===== src/rtl/gameplay_datapath_if.sv =====
// Strobe/status bundle between the gameplay FSM (master) and its datapath (slave).
interface gameplay_datapath_if;
   logic       ld_x;
   logic       ld_y;
   logic       ld_d;
   logic       ld_df;
   logic       enable;
   logic       save_x;
   logic       inc_row;
   logic       inc_score;
   logic       dec_chances;
   logic       c;
   logic       o;
   logic [7:0] x_pos;
   logic [6:0] y_pos;
   logic [7:0] prev_x;
   logic [3:0] row;
   logic [7:0] score;
   logic [2:0] chances;
   logic       step;

   modport master (
      output ld_x, ld_y, ld_d, ld_df, enable, save_x, inc_row, inc_score, dec_chances,
      input  c, o, x_pos, y_pos, prev_x, row, score, chances, step
   );

   modport slave (
      input  ld_x, ld_y, ld_d, ld_df, enable, save_x, inc_row, inc_score, dec_chances,
      output c, o, x_pos, y_pos, prev_x, row, score, chances, step
   );
endinterface


===== src/rtl/gameplay_datapath_core.sv =====
// Stacker gameplay datapath: block position/bounce, rows, score, chances, move timer.
// Optional DATAPATH_PERFECT_BONUS_EN: +2 score when the block lands exactly on prev_x.
module gameplay_datapath_core #(
   parameter int X_MAX     = 160,
   parameter int BLOCK_W   = 16,
   parameter int STEP      = 4,
   parameter int ROW_H     = 8,
   parameter int Y_BASE    = 112,
   parameter int ROWS      = 15,
   parameter int CHANCES   = 3,
   parameter int TICK_BASE = 1_000_000,
   parameter int TICK_W    = 24
) (
   input  logic           clk,
   input  logic           resetn,
   gameplay_datapath_if.slave dp
);

   logic [7:0]        x_r, prev_r, score_r;
   logic [6:0]        y_r;
   logic [3:0]        row_r;
   logic [2:0]        chances_r;
   logic              dir_left, step_r;
   logic [TICK_W-1:0] cnt, period;

   logic              tick, right_hit, left_hit, move_left;
   logic [7:0]        x_moved;
   logic [1:0]        lvl;
   logic [TICK_W-1:0] period_raw, period_next;
   logic [1:0]        score_add;
   logic [8:0]        score_sum;
   logic signed [8:0] diff;
   logic [8:0]        adiff;

   // >= rather than == keeps the timer sane if the period shrinks below the current count
   assign tick = dp.enable && (cnt >= period - TICK_W'(1));

   assign right_hit = ({1'b0, x_r} + 9'(BLOCK_W) + 9'(STEP)) > 9'(X_MAX);
   assign left_hit  = x_r < 8'(STEP);
   assign move_left = dir_left ? !left_hit : right_hit;
   assign x_moved   = move_left ? x_r - 8'(STEP) : x_r + 8'(STEP);

   assign lvl         = (|score_r[7:4]) ? 2'd3 : score_r[3:2];
   assign period_raw  = TICK_W'(TICK_BASE) >> lvl;
   assign period_next = (period_raw == '0) ? TICK_W'(1) : period_raw;

`ifdef DATAPATH_PERFECT_BONUS_EN
   assign score_add = (x_r == prev_r) ? 2'd2 : 2'd1;
`else
   assign score_add = 2'd1;
`endif
   assign score_sum = {1'b0, score_r} + {7'd0, score_add};

   assign diff  = $signed({1'b0, x_r}) - $signed({1'b0, prev_r});
   assign adiff = diff[8] ? 9'(-diff) : 9'(diff);

   always_ff @(posedge clk) begin
      if (!resetn) begin
         x_r       <= '0;
         dir_left  <= 1'b0;
         y_r       <= 7'(Y_BASE);
         prev_r    <= '0;
         row_r     <= '0;
         score_r   <= '0;
         chances_r <= 3'(CHANCES);
         period    <= TICK_W'(TICK_BASE);
         cnt       <= '0;
         step_r    <= 1'b0;
      end else begin
         if (dp.ld_x)
            cnt <= '0;
         else if (dp.enable)
            cnt <= tick ? '0 : cnt + TICK_W'(1);

         step_r <= 1'b0;
         if (dp.ld_x) begin
            x_r <= '0;
         end else if (tick && !dp.ld_d) begin
            x_r      <= x_moved;
            dir_left <= move_left;
            step_r   <= 1'b1;
         end
         if (dp.ld_d)
            dir_left <= 1'b0;

         if (dp.ld_y)
            y_r <= 7'(Y_BASE - ROW_H * int'(row_r));
         if (dp.ld_df)
            period <= period_next;
         if (dp.save_x)
            prev_r <= x_r;
         if (dp.inc_row && row_r != 4'(ROWS - 1))
            row_r <= row_r + 4'd1;
         if (dp.inc_score)
            score_r <= score_sum[8] ? 8'hFF : score_sum[7:0];
         if (dp.dec_chances && chances_r != 3'd0)
            chances_r <= chances_r - 3'd1;
      end
   end

   assign dp.x_pos   = x_r;
   assign dp.y_pos   = y_r;
   assign dp.prev_x  = prev_r;
   assign dp.row     = row_r;
   assign dp.score   = score_r;
   assign dp.chances = chances_r;
   assign dp.step    = step_r;
   assign dp.c       = chances_r != 3'd0;
   // edges exactly BLOCK_W apart are touching, not overlapping
   assign dp.o       = adiff < 9'(BLOCK_W);

endmodule


===== src/flat_wrapper.sv =====
// flat-port wrapper written by rule: the top's interface ports become plain ports
module gameplay_datapath_core_flat 
#(
   parameter int X_MAX     = 160,
   parameter int BLOCK_W   = 16,
   parameter int STEP      = 4,
   parameter int ROW_H     = 8,
   parameter int Y_BASE    = 112,
   parameter int ROWS      = 15,
   parameter int CHANCES   = 3,
   parameter int TICK_BASE = 1_000_000,
   parameter int TICK_W    = 24
)
  (clk, resetn, dp_ld_x, dp_ld_y, dp_ld_d, dp_ld_df, dp_enable, dp_save_x, dp_inc_row, dp_inc_score, dp_dec_chances, dp_c, dp_o, dp_x_pos, dp_y_pos, dp_prev_x, dp_row, dp_score, dp_chances, dp_step);
  gameplay_datapath_if dp_i ();
  input  logic clk;
  input  logic resetn;
  input wire logic [$bits(dp_i.ld_x)-1:0] dp_ld_x;
  input wire logic [$bits(dp_i.ld_y)-1:0] dp_ld_y;
  input wire logic [$bits(dp_i.ld_d)-1:0] dp_ld_d;
  input wire logic [$bits(dp_i.ld_df)-1:0] dp_ld_df;
  input wire logic [$bits(dp_i.enable)-1:0] dp_enable;
  input wire logic [$bits(dp_i.save_x)-1:0] dp_save_x;
  input wire logic [$bits(dp_i.inc_row)-1:0] dp_inc_row;
  input wire logic [$bits(dp_i.inc_score)-1:0] dp_inc_score;
  input wire logic [$bits(dp_i.dec_chances)-1:0] dp_dec_chances;
  output wire logic [$bits(dp_i.c)-1:0] dp_c;
  output wire logic [$bits(dp_i.o)-1:0] dp_o;
  output wire logic [$bits(dp_i.x_pos)-1:0] dp_x_pos;
  output wire logic [$bits(dp_i.y_pos)-1:0] dp_y_pos;
  output wire logic [$bits(dp_i.prev_x)-1:0] dp_prev_x;
  output wire logic [$bits(dp_i.row)-1:0] dp_row;
  output wire logic [$bits(dp_i.score)-1:0] dp_score;
  output wire logic [$bits(dp_i.chances)-1:0] dp_chances;
  output wire logic [$bits(dp_i.step)-1:0] dp_step;
  assign dp_i.ld_x = dp_ld_x;
  assign dp_i.ld_y = dp_ld_y;
  assign dp_i.ld_d = dp_ld_d;
  assign dp_i.ld_df = dp_ld_df;
  assign dp_i.enable = dp_enable;
  assign dp_i.save_x = dp_save_x;
  assign dp_i.inc_row = dp_inc_row;
  assign dp_i.inc_score = dp_inc_score;
  assign dp_i.dec_chances = dp_dec_chances;
  assign dp_c = dp_i.c;
  assign dp_o = dp_i.o;
  assign dp_x_pos = dp_i.x_pos;
  assign dp_y_pos = dp_i.y_pos;
  assign dp_prev_x = dp_i.prev_x;
  assign dp_row = dp_i.row;
  assign dp_score = dp_i.score;
  assign dp_chances = dp_i.chances;
  assign dp_step = dp_i.step;
  gameplay_datapath_core #(.X_MAX(X_MAX), .BLOCK_W(BLOCK_W), .STEP(STEP), .ROW_H(ROW_H), .Y_BASE(Y_BASE), .ROWS(ROWS), .CHANCES(CHANCES), .TICK_BASE(TICK_BASE), .TICK_W(TICK_W)) u_core (.clk(clk), .resetn(resetn), .dp(dp_i));
endmodule

===== config.mk =====
export PLATFORM = sky130hd
export DESIGN_NAME = gameplay_datapath_core_flat
export DESIGN_NICKNAME = d
export VERILOG_FILES = /design/src/rtl/gameplay_datapath_if.sv /design/src/rtl/gameplay_datapath_core.sv /design/src/flat_wrapper.sv
export SDC_FILE = /design/constraint.sdc
export NUM_CORES = 1
export LEC_CHECK = 0
export CORE_MARGIN = 2
export CORE_UTILIZATION = 56
export CTS_CLUSTER_SIZE = 40
export DETAILED_ROUTE_END_ITERATION = 12
export HOLD_SLACK_MARGIN = 0.05
export MAX_ROUTING_LAYER = met4
export PLACE_DENSITY = 0.85
export SLEW_MARGIN = 10
export SYNTH_ARGS = -nofsm -noshare
export SYNTH_HDL_FRONTEND = slang
export SYNTH_SLANG_ARGS = --single-unit

===== constraint.sdc =====
create_clock -name clk -period 3.85 [get_ports clk]
set_clock_uncertainty 0.2 [all_clocks]
set_input_delay 0.9625 -clock clk [delete_from_list [all_inputs] [get_ports clk]]
set_output_delay 0.9625 -clock clk [all_outputs]
set_load 0.005 [all_outputs]

**Word-level counts from Yosys, hierarchy flattened**

Cells that the tools add are included.

- Register bits: 88
- Output and inout bits: 41
- Word-level logic and storage cells: 50

- Add/subtract/negate cells: 12
- $lt $le $gt $ge: 4
- Equality and inequality tests: 1
- Shift operators: 1
- Mux-type cells: 8
- Bitwise operators: 2
- Reductions and logical operators: 12

Operator list:

| cell | number |
|---|---|
| $mux W24 | 2 |
| $add A24 B1 Y24 const B | 1 |
| $ge A24 B24 Y1 | 1 |
| $logic_not A24 Y1 | 1 |
| $shr A20 B2 Y24 const A | 1 |
| $sub A24 B1 Y24 const B | 1 |
| $mux W8 | 2 |
| $add A8 B1 Y9 const B | 1 |
| $add A8 B5 Y9 const B | 1 |
| $add A9 B3 Y9 const B | 1 |
| $gt A9 B8 Y1 const B | 1 |
| $lt A9 B5 Y1 const B | 1 |
| $mux W9 | 1 |
| $neg A9 Y9 | 1 |
| $sub A8 B8 Y9 | 1 |
| $add A8 B3 Y8 const B | 1 |
| $lt A8 B3 Y1 const B | 1 |
| $sub A8 B3 Y8 const B | 1 |
| $sub A7 B7 Y7 const A | 1 |
| $add A4 B1 Y4 const B | 1 |
| $logic_and A1 B1 Y1 | 4 |
| $ne A4 B4 Y1 const B | 1 |
| $reduce_or A2 Y1 | 2 |
| $reduce_or A4 Y1 | 1 |
| other kinds (7) | 10 |

**Logic depth before layout (Yosys ltp)**

- Depth after elaboration: 5
- Mapped depth: 15
- Depth with buffers taken out: 13

**Least setup slack after synthesis**

Ideal clock, no wire load.

- Path type: register to output
- Start point: register u_core.x_r[2] (netlist: u_core.dp.x_pos[2])
- End point: output dp_o
- Data arrival time: 2.248 ns
- Data required time: 2.688 ns
- Path slack: 0.439 ns
- Cell stages (with the launch flop): 11
- Buffers on the path: 0
- Cells stage by stage: dfxtp_1 > inv_1 > ha_1 > fa_1 > nor2b_1 > o21ai_0 > nand2b_1 > a21o_1 > a21o_1 > or3b_2 > mux2i_1

- Longest elaborated chain between the ends: 4

RTL lines:

| what | RTL line | source |
|---|---|---|
| from (decl) | gameplay_datapath_core.sv:19 | `logic [7:0] x_r, prev_r, score_r;` |
| from (signal assigned) | gameplay_datapath_core.sv:79 | `x_r <= x_moved;` |
| $sub A8 B8 Y9 (*) | gameplay_datapath_core.sv:54 | `assign diff = $signed({1'b0, x_r}) - $signed({1'b0, prev_r});` |
| $neg A9 Y9 | gameplay_datapath_core.sv:55 | `assign adiff = diff[8] ? 9'(-diff) : 9'(diff);` |
| $mux W9 (*) | gameplay_datapath_core.sv:55 |  |
| $lt A9 B5 Y1 (*) | gameplay_datapath_core.sv:110 | `assign dp.o = adiff < 9'(BLOCK_W);` |
| to (decl) | flat_wrapper.sv:28 | `output wire logic [$bits(dp_i.o)-1:0] dp_o;` |

Mark *: on every way between the ends. The rest lies on a longest branch, timed or not.

**Worst setup path after layout**

- Start point: register u_core.prev_r[4] (netlist: u_core.dp.prev_x[4])
- End point: output dp_o

- Longest elaborated chain between the ends: 4

RTL lines:

| what | RTL line | source |
|---|---|---|
| from (decl) | gameplay_datapath_core.sv:19 |  |
| from (signal assigned) | gameplay_datapath_core.sv:91 | `prev_r <= x_r;` |
| $sub A8 B8 Y9 (*) | gameplay_datapath_core.sv:54 |  |
| $neg A9 Y9 | gameplay_datapath_core.sv:55 |  |
| $mux W9 (*) | gameplay_datapath_core.sv:55 |  |
| $lt A9 B5 Y1 (*) | gameplay_datapath_core.sv:110 |  |

Marked as above.

==> flow_summary_export.csv <==
group,metric,value,unit
detailed_routing,routed_wl,8.70,mm
timing,min_period,3720,ps
floorplan,initial_core_util,56.9,%
critical_path,crit_required,2690,ps
clocking,clkTransAtPathRegs,70,ps
detailed_routing,drtAntennaViolNets,0,
detailed_routing,first_pass_iters,4,
floorplan,die_w,89.4,um
cells_and_area,nets,599,
critical_path,cp_max_fo,3,
synthesis,ys_types,56,
global_routing,use_met3,5.91,%
timing,worst_pin_slew,580,ps
timing,rsz0062_at_grt,"no",
clocking,insertion_delay,350,ps
global_routing,grt_util_met1,27.1,%
run_status,status,"complete, no violations",
synthesis,synth_edf_count,0,
synthesis,yosys.area.top_type,"dfxtp_1",
place,place_hpwl,6.38,mm
global_routing,busiest_layer,"met2",
clocking,root_buffer,"clkbuf_8",
pwr,power_density,283,nW/um^2
synthesis,ys_ff_latch,67,
cells_and_area,drive_above_1_share,8.64,%
cells_and_area,diodes,0,
global_routing,antenna_found_initial,0,
clocking,cts_tree,"yes",
global_routing,grt_pass1_wl,14.5,mm
global_routing,grt_usage,23.8,%
global_routing,grt_max_degree,25,
timing,min_period_over_period,96.5,%
global_routing,grt_pass1_vias,3341,
timing,drv_slew,0,
detailed_routing,drt-initial-drc-count,132,
synthesis,synth_top_area_share,32.8,%
detailed_routing,vias_per_cell,5.43,
floorplan,fp.coreArea,7180,um^2
pwr,ir_drop,0.208,mV
hold_path,hold_class,"flip-flop to flip-flop",
synthesis,ys_seq_area_share,32.8,%
synthesis,synthCells,484,
job,drv_cap,0,
clocking,htree_levels,3,
synthesis,syn-cell-area,4090,um^2
critical_path,setup.worst_path.end_class,"output port",
timing,holdWs,281,ps
synthesis,yosys_warnings,0,
critical_path,cp.arrival,2550,ps
floorplan,die_height,89.4,um
place,port-buffer-count,44,
detailed_routing,drc,0,
timing,fin_setup_tns,0,ps
floorplan,rows,31,
synthesis,synth_area_leaders,"dfxtp_1, ha_1, nor2_1",
synthesis,async_flop_share,0,%
global_routing,overflow,0,
detailed_routing,vias,3489,
critical_path,path_class,"flip-flop to output port",
critical_path,critPathLaunchType,"flip-flop",
detailed_routing,wl_per_cell,13.5,um
global_routing,grtUsageMet2,40.1,%
floorplan,die_area,8000,um^2
timing,setup_viol_count_final,0,
timing,max_slew_margin,61.2,%
floorplan,pin_count,52,
clocking,cts.sinks,67,
cells_and_area,synthToLayoutAreaGrowth,19.7,%
pwr,cellLeakagePower,2.04,nW
place,place_congestion,0.910,
synthesis,synth_ff_type,"dfxtp_1",
timing,fmaxAchievable,269,MHz
synthesis,synth_area_per_cell,8.44,um^2
clocking,cts.path.max_buffers,2,
timing,finalHoldViolCount,0,
clocking,numCtsBuffers,9,
-- report_power, final --
part / switching [mW] / internal, mW
sequential: 0.0123 / 0.705
clock: 0.253 / 0.308
combinational: 0.0541 / 0.0505
-- area by class of cell --
class,instances,area (um^2)
Clock buffer,11,141
Clock inverter,3,40.0
Fill cell,576,2280
Inverter,26,97.6
Multi-Input combinational cell,379,2600
Sequential cell,67,1350
Tap cell,99,124
Timing Repair Buffer,58,541
-- worst paths after layout --
path,from,to,slack [ps],cells past startpoint
worst min register to register,u_core.dp.y_pos[6],u_core.dp.y_pos[6],280,2
worst max-delay path,u_core.dp.prev_x[4],dp_o,130,10
worst min-delay path,u_core.dp.y_pos[6],u_core.dp.y_pos[6],280,2
worst max register to register,u_core.period[12],u_core.cnt[23],220,14
-- layout by cell type (no fill, tap or decap), drive strengths merged, types with 3 or more instances in the layout --
cell,instances
nor3,14
xnor2,24
inv,25
clkinv,3
nor2,64
a21o,5
nor4,3
nand4,8
o21ai,20
buf,15
or3,6
and3,6
clkdlybuf4s50,43
clkbuf,11
ha,46
nand2b,4
o211ai,4
nor4b,3
conb,11
a211oi,4
and2,6
dfxtp,67
mux2i,15
a21oi,27
and4,3
nand3,14
or4,4
xor2,18
nand2,46
a31oi,4
-- flip-flops by register name (all words and copies together) (netlist names) --
signal,count
u_core.cnt,24
u_core.period,10
u_core.dp.score,8
u_core.dp.prev_x,6
u_core.dp.x_pos,6
u_core.dp.row,4
u_core.dp.y_pos,4
u_core.dp.chances,3
u_core.dir_left,1
u_core.dp.step,1
-- what timing repair did --
| action | 4_1_cts | 5_1_grt |
|---|---|---|
| resized for setup | 10 | 6 |
| pin swaps | 1 | 2 |
| buffers inserted | 0 | 2 |
| endpoints found under the setup margin | 1 | 2 |
| hold buffers | 0 | 0 |
-- worst max-delay path: stages (launching register included) --
cell	delay, ps
dfxtp_2	350
inv_1	70
ha_4	240
nor2b_1	130
o21ai_1	120
nand2b_1	120
a21o_1	200
a21o_1	180
or4_1	530
mux2i_1	140
buf_2	130
-- cell usage after synthesis, types with 6 or more instances --
library cell / number
a21oi_1: 26
clkbuf_1: 8
nand4_1: 7
nand2_1: 46
mux2i_1: 15
xor2_1: 18
inv_1: 25
o21ai_0: 18
ha_1: 46
and3_1: 6
xnor2_1: 24
nand3_1: 14
nor2_1: 64
dfxtp_1: 67
nor3_1: 14
buf_4: 7
and2_1: 6
-- per-stage QoR --
step           worst slack (ps)  instances  power, mW  utilization, %  instance area (um^2)
2_1_floorplan               439        493      0.795               -                  4120
3_3_place_gp                135        627      0.832            64.8                  4650
3_5_place_dp               22.9        627      0.836            64.8                  4650
4_1_cts                    22.9        641       1.39            67.8                  4860
5_1_grt                    8.47        643       1.44            68.2                  4890
6_report                    134        643       1.38            68.2                  4890
-- per-layer routing --
metal | part of all wire, % | vias to the layer above
li1 | - | 1766
met1 | 45 | 1627
met2 | 50 | 77
met3 | 3.1 | 19
met4 | 1.9 | 0
met5 | 0 | -
-- kinds of logic after synthesis --
family | Yosys count | synth area share [%]
flip-flops | 67 | 32.8
multiplexers | 15 | 3.67
AO/OA/AOI/OAI | 75 | 11.9
other | 2 | 0.184
XOR/XNOR | 42 | 9.00
AND/OR/NAND/NOR | 189 | 22.4
buffers and inverters | 47 | 5.39
adder cells (fa/ha/maj) | 47 | 14.6
No activity file was read; power rests on OpenSTA's default activity.
